<file path="src/rtl/wb_arb_pkg.sv">
// Shared types and constants for the two-master Wishbone arbiter.
package wb_arb_pkg;

  typedef enum logic [1:0] {
    ST_IDLE = 2'd0,
    ST_GNT0 = 2'd1,
    ST_GNT1 = 2'd2,
    ST_ERR  = 2'd3
  } arb_state_e;

  typedef enum logic {
    MST_M0 = 1'b0,
    MST_M1 = 1'b1
  } master_e;

  localparam logic [1:0] GNT_NONE = 2'b00;
  localparam logic [1:0] GNT_M0   = 2'b01;
  localparam logic [1:0] GNT_M1   = 2'b10;

  localparam int unsigned CNT_W = 16;

endpackage

</file>
<file path="src/rtl/wb_arbiter.sv">
// Two-master Wishbone arbiter: round-robin on ties, whole-cycle grants,
// one dead cycle between grants, bus error after TIMEOUT unacked strobe cycles.
module wb_arbiter
  import wb_arb_pkg::*;
#(
  parameter int unsigned TIMEOUT = 255
) (
  input  logic        clk_i,
  input  logic        rst_i,
  input  logic [31:0] m0_adr_i,
  input  logic [31:0] m0_dat_i,
  input  logic [3:0]  m0_sel_i,
  input  logic        m0_we_i,
  input  logic        m0_cyc_i,
  input  logic        m0_stb_i,
  output logic [31:0] m0_dat_o,
  output logic        m0_ack_o,
  output logic        m0_err_o,
  input  logic [31:0] m1_adr_i,
  input  logic [31:0] m1_dat_i,
  input  logic [3:0]  m1_sel_i,
  input  logic        m1_we_i,
  input  logic        m1_cyc_i,
  input  logic        m1_stb_i,
  output logic [31:0] m1_dat_o,
  output logic        m1_ack_o,
  output logic        m1_err_o,
  output logic [31:0] s_adr_o,
  output logic [31:0] s_dat_o,
  output logic [3:0]  s_sel_o,
  output logic        s_we_o,
  output logic        s_cyc_o,
  output logic        s_stb_o,
  input  logic [31:0] s_dat_i,
  input  logic        s_ack_i,
  output logic [1:0]  gnt_o
);

  arb_state_e        state_q, state_d;
  master_e           last_gnt_q, last_gnt_d;
  logic [CNT_W-1:0]  cnt_q, cnt_d;

  master_e owner;
  logic    own_cyc, own_stb;

  assign owner   = (state_q == ST_GNT1) ? MST_M1 : MST_M0;
  assign own_cyc = (owner == MST_M1) ? m1_cyc_i : m0_cyc_i;
  assign own_stb = (owner == MST_M1) ? m1_stb_i : m0_stb_i;

  // ERR records its owner in last_gnt on entry, so the error pulse knows
  // which master to terminate and the following IDLE sees the same history.
  always_comb begin
    state_d    = state_q;
    last_gnt_d = last_gnt_q;
    cnt_d      = cnt_q;
    unique case (state_q)
      ST_IDLE: begin
        cnt_d = '0;
        if (m0_cyc_i && m1_cyc_i)
          state_d = (last_gnt_q == MST_M1) ? ST_GNT0 : ST_GNT1;
        else if (m0_cyc_i)
          state_d = ST_GNT0;
        else if (m1_cyc_i)
          state_d = ST_GNT1;
      end
      ST_GNT0, ST_GNT1: begin
        if (!own_cyc) begin
          state_d    = ST_IDLE;
          last_gnt_d = owner;
          cnt_d      = '0;
        end else if (own_stb && !s_ack_i && (cnt_q >= CNT_W'(TIMEOUT))) begin
          state_d    = ST_ERR;
          last_gnt_d = owner;
          cnt_d      = '0;
        end else if (!own_stb || s_ack_i) begin
          cnt_d = '0;
        end else if (cnt_q != '1) begin
          cnt_d = cnt_q + CNT_W'(1);
        end
      end
      ST_ERR: begin
        state_d = ST_IDLE;
        cnt_d   = '0;
      end
      default: state_d = ST_IDLE;
    endcase
  end

  always_ff @(posedge clk_i or negedge rst_i) begin
    if (!rst_i) begin
      state_q    <= ST_IDLE;
      last_gnt_q <= MST_M1;
      cnt_q      <= '0;
    end else begin
      state_q    <= state_d;
      last_gnt_q <= last_gnt_d;
      cnt_q      <= cnt_d;
    end
  end

  assign m0_dat_o = s_dat_i;
  assign m1_dat_o = s_dat_i;

  always_comb begin
    s_adr_o  = '0;
    s_dat_o  = '0;
    s_sel_o  = '0;
    s_we_o   = 1'b0;
    s_cyc_o  = 1'b0;
    s_stb_o  = 1'b0;
    m0_ack_o = 1'b0;
    m0_err_o = 1'b0;
    m1_ack_o = 1'b0;
    m1_err_o = 1'b0;
    gnt_o    = GNT_NONE;
    unique case (state_q)
      ST_GNT0: begin
        s_adr_o  = m0_adr_i;
        s_dat_o  = m0_dat_i;
        s_sel_o  = m0_sel_i;
        s_we_o   = m0_we_i;
        s_cyc_o  = m0_cyc_i;
        s_stb_o  = m0_stb_i;
        m0_ack_o = s_ack_i;
        gnt_o    = GNT_M0;
      end
      ST_GNT1: begin
        s_adr_o  = m1_adr_i;
        s_dat_o  = m1_dat_i;
        s_sel_o  = m1_sel_i;
        s_we_o   = m1_we_i;
        s_cyc_o  = m1_cyc_i;
        s_stb_o  = m1_stb_i;
        m1_ack_o = s_ack_i;
        gnt_o    = GNT_M1;
      end
      ST_ERR: begin
        m0_err_o = (last_gnt_q == MST_M0);
        m1_err_o = (last_gnt_q == MST_M1);
      end
      default: ;
    endcase
  end

endmodule

</file>
<file path="config.mk">
export PLATFORM = sky130hd
export DESIGN_NAME = wb_arbiter
export DESIGN_NICKNAME = d
export VERILOG_FILES = /design/src/rtl/wb_arb_pkg.sv /design/src/rtl/wb_arbiter.sv
export SDC_FILE = /design/constraint.sdc
export NUM_CORES = 1
export LEC_CHECK = 0
export CAP_MARGIN = 20
export CORE_AREA = 2 2 122 124
export DETAILED_ROUTE_END_ITERATION = 16
export DIE_AREA = 0 0 124 126
export DONT_BUFFER_PORTS = 1
export SYNTH_ARGS = -nofsm -noshare
export SYNTH_HDL_FRONTEND = slang
export SYNTH_SLANG_ARGS = --single-unit
</file>
<file path="constraint.sdc">
create_clock -name clk_i -period 2.35 [get_ports clk_i]
set_input_delay 0.47 -clock clk_i [delete_from_list [all_inputs] [get_ports clk_i]]
set_output_delay 0.47 -clock clk_i [all_outputs]
set_load 0.1 [all_outputs]
</file>
==> results.md <==
STA:
- Setup repair after global routing left no endpoint under its margin.
- The routed design could run at a clock period as short as 2240 ps.
- The headroom to the max-slew limit is 48.6%.
- The final setup violation count is 0.
- The final worst-path cycle share is 95.3%.
- The final number of hold-violating endpoints came to 0.
- The slew of the pin with the lowest slew margin is 768 ps.
- The max-slew violation total from the final report is 0.
- The maximum clock frequency is 447 MHz.
- The clock arrives with 2.47 ps of skew.

Setup path:
- The class of the most critical setup path is reg2out.
- STA classifies the critical path endpoint as an output pin.
- Data on the critical path arrives at its endpoint at 1770 ps.
- The longest individual stage delay on the worst path is 430 ps.
- The startpoint type of the worst setup path is a flop.
- The critical path goes through inv_2 -> ha_2 -> buf_12 -> a22oi_1 -> nor2_4 -> buf_12.
- For this design, the slowest cell found on the critical path is dfrtp_1.
- By instance count, the cell type seen most on the critical path is buf_12.
- The data required time of the worst path is 1880 ps.
- Of all nets on the critical path, the largest fanout is 38.

Die:
- The area of the core is 14300 um^2.
- Measured along the x axis, the die boundary spans 124 um.
- The floorplan step defined a die boundary enclosing 15600 um^2.
- The site row count is 44.
- The floorplan step set the die height to 126 um.
- The starting density of the core is 15.9%.
- In this run the count of I/O pins placed on the die edge is 318.

CTS:
- TritonCTS built the clock tree.
- The clock latency reported for the late side of the worst-skew pair is 250 ps.
- The clock transition time at the flip-flop clock pins of the worst setup and hold paths is 50 ps.
- The clock sink total is 19.
- CTS built an H-tree with a depth of 1.
- Clock tree synthesis inserted a total of 3 buffers.
- The tree is rooted in a clkbuf_16.
- The number of buffers between clock root and the deepest sink is 2.

Layout:
- For this run, the post-layout net count is 510.
- The repair_antennas step left the layout with diodes totalling 0.
- The area added between synthesis and finish is 88.2%.
- The number of standard cells in the final layout excluding fillers is 509.
- In the layout the commonest cells are buf_12 (80), nor2_4 (62), a22oi_1 (61), dfrtp_1 (18), nor2_1 (12).
- Summing all multi-input logic gate instances after layout gives 1800 um^2.
- The layout cell share with drive strength beyond 1 is 56.6%.
- The number of fill cells is 1462.
- The most frequent standard cell in the layout excluding fill and tap cells is buf_12.
- The area of all sequential standard cells is 477 um^2.

Synthesis:
- A synthesized cell averages 7.24 um^2.
- The cell area after technology mapping is 2270 um^2.
- The warning count from the yosys run is 0.
- The sequential fraction of the synthesis area is 21.0%.
- The count of distinct cell types in the synthesized netlist is 28.
- The number of synthesized register bits is 19.
- The synthesized instance count is 314.

Detailed routing:
- The first detailed-routing pass ran for 4 iterations.
- The total via count after detailed routing is 2293.
- After detailed routing, the average wire length per cell comes to 20.6 um.
- After detailed routing, the number of remaining DRC violations is 0.
- The number of DRC markers in iteration 0 is 116.
- Summed over all layers, the routed wires come to 10.5 mm.
- Once detail routing completed, the nets flagged for antenna violations numbered 0.
- The via density per instance is 4.50.

Hold path:
- The path class of the tightest hold or removal check is in2async.

GRT:
- The overflow left after global routing is 0.
- Global routing consumed, on the met3 layer, 2.90% of the routing resources.
- The first global-routing pass estimated 14.4 mm of wire.
- Global routing used 13.6% of the available met1 tracks.
- Global routing consumed, on the met2 layer, 24.4% of the routing resources.
- The layer flagged by global routing as most heavily used is met2.
- Global routing consumed, over all layers together, 12.4% of the routing resources.
- The number of antenna violations at the first check in global routing is 0.
- Entering global routing, the biggest net connects 39 pins.
- The via count of the first global-routing pass is 2314.

Job:
- The count of max-cap constraint violations is 0.

Place:
- The number of placed instances, taps included, is 501.
- The wire-length estimate of the detail-placed layout is 9.16 mm.
- Buffers placed on the I/O ports in this run total 0.
- Routability-driven placement finished with a final weighted congestion of 0.791.

Outcome:
- The flow ran to the end, and the final reports show no timing, DRC or antenna violations.
## state kept, by name, summed over array words and instances (netlist names)
name,cells
last_gnt_q,1
state_q,2
cnt_q,16
## critical path, delay by kind of cell (launching register included)
kind,cells,cell delay (ps)
flip-flops,1,430
AO/OA/AOI/OAI,1,150
buffers and inverters,3,520
adder cells (fa/ha/maj),1,250
AND/OR/NAND/NOR,1,130
## layout make-up
cell class,instances,area share [%]
Clock buffer,4,1.84
Tap cell,184,5.38
Multi-Input combinational cell,208,42.0
Inverter,5,0.614
Timing Repair Buffer,89,39.1
Sequential cell,19,11.1
## final timing paths
kind | startpoint | endpoint | slack [ps] | depth (start not counted)
worst max register to register | state_q[0]$_DFFE_PN0P_ | state_q[0]$_DFFE_PN0P_ | 230 | 7
min in group clk_i | m0_cyc_i | last_gnt_q$_DFFE_PN1P_ | 420 | 3
worst min register to register | cnt_q[0]$_DFFE_PN0P_ | cnt_q[0]$_DFFE_PN0P_ | 470 | 1
worst max-delay path | state_q[1]$_DFFE_PN0P_ | s_dat_o[2] | 110 | 6
worst min-delay path | rst_i | last_gnt_q$_DFFE_PN1P_ | 60 | 0
max in group asynchronous | rst_i | cnt_q[9]$_DFFE_PN0P_ | 1130 | 1
## stage by stage
step	setup TNS [ps]	hold WS, ps	instance area (um^2)	setup slack (ps)	utilization [%]
after floorplan	-1620	174	2800	-203	-
after CTS	0	56.0	4240	2.08	29.6
final	0	62.4	4280	110	29.9
after global routing	0	53.3	4280	8.24	29.9
after detailed placement	0	175	4100	166	28.7
after global placement	0	175	4100	209	28.7
## per-layer routing
layer  wire length (um)  vias to the layer above
met5                  0                        -
met4                 28                        0
met3                842                        2
met2               6020                      155
met1               3580                     1093
li1                   -                     1043
## Yosys cell counts
cell type | n | area (um^2)
inv_2 | 1 | 3.75
buf_1 | 2 | 7.51
and2_1 | 4 | 25.0
nor4_1 | 2 | 12.5
buf_2 | 1 | 5.00
dfrtp_1 | 18 | 450
clkbuf_1 | 21 | 78.8
buf_4 | 65 | 488
nor2_1 | 83 | 312
conb_1 | 1 | 3.75
inv_1 | 4 | 15.0
nand4_1 | 1 | 6.26
nand3_1 | 4 | 20.0
o21ai_0 | 3 | 15.0
o211ai_1 | 5 | 37.5
dfstp_2 | 1 | 26.3
nand2_1 | 5 | 18.8
mux2_2 | 2 | 22.5
and3_1 | 1 | 6.26
mux2i_1 | 2 | 20.0
or4_1 | 1 | 7.51
ha_1 | 7 | 87.6
a22oi_1 | 71 | 533
a21oi_1 | 1 | 5.00
nor2b_1 | 1 | 6.26
a21o_1 | 1 | 7.51
xnor2_1 | 3 | 26.3
xor2_1 | 3 | 26.3
## timing repair
item,CTS,global route
pin swaps,0,0
cloned,0,0
setup endpoints to repair,61,68
gates resized for setup,6,9
hold buffers,1,0
buffers inserted,3,0
hold endpoints to repair,18,0
## cell families after synthesis
family                   Yosys count  share of synthesized area (%)
other                              1                          0.165
multiplexers                       4                           1.87
flip-flops                        19                           21.0
AND/OR/NAND/NOR                  102                           18.2
buffers and inverters             94                           26.3
adder cells (fa/ha/maj)            7                           3.85
AO/OA/AOI/OAI                     81                           26.3
XOR/XNOR                           6                           2.31
Power is left out: the tool's default activity adds up to more than one toggle a clock period on the data nets, which glitch-free logic cannot reach.
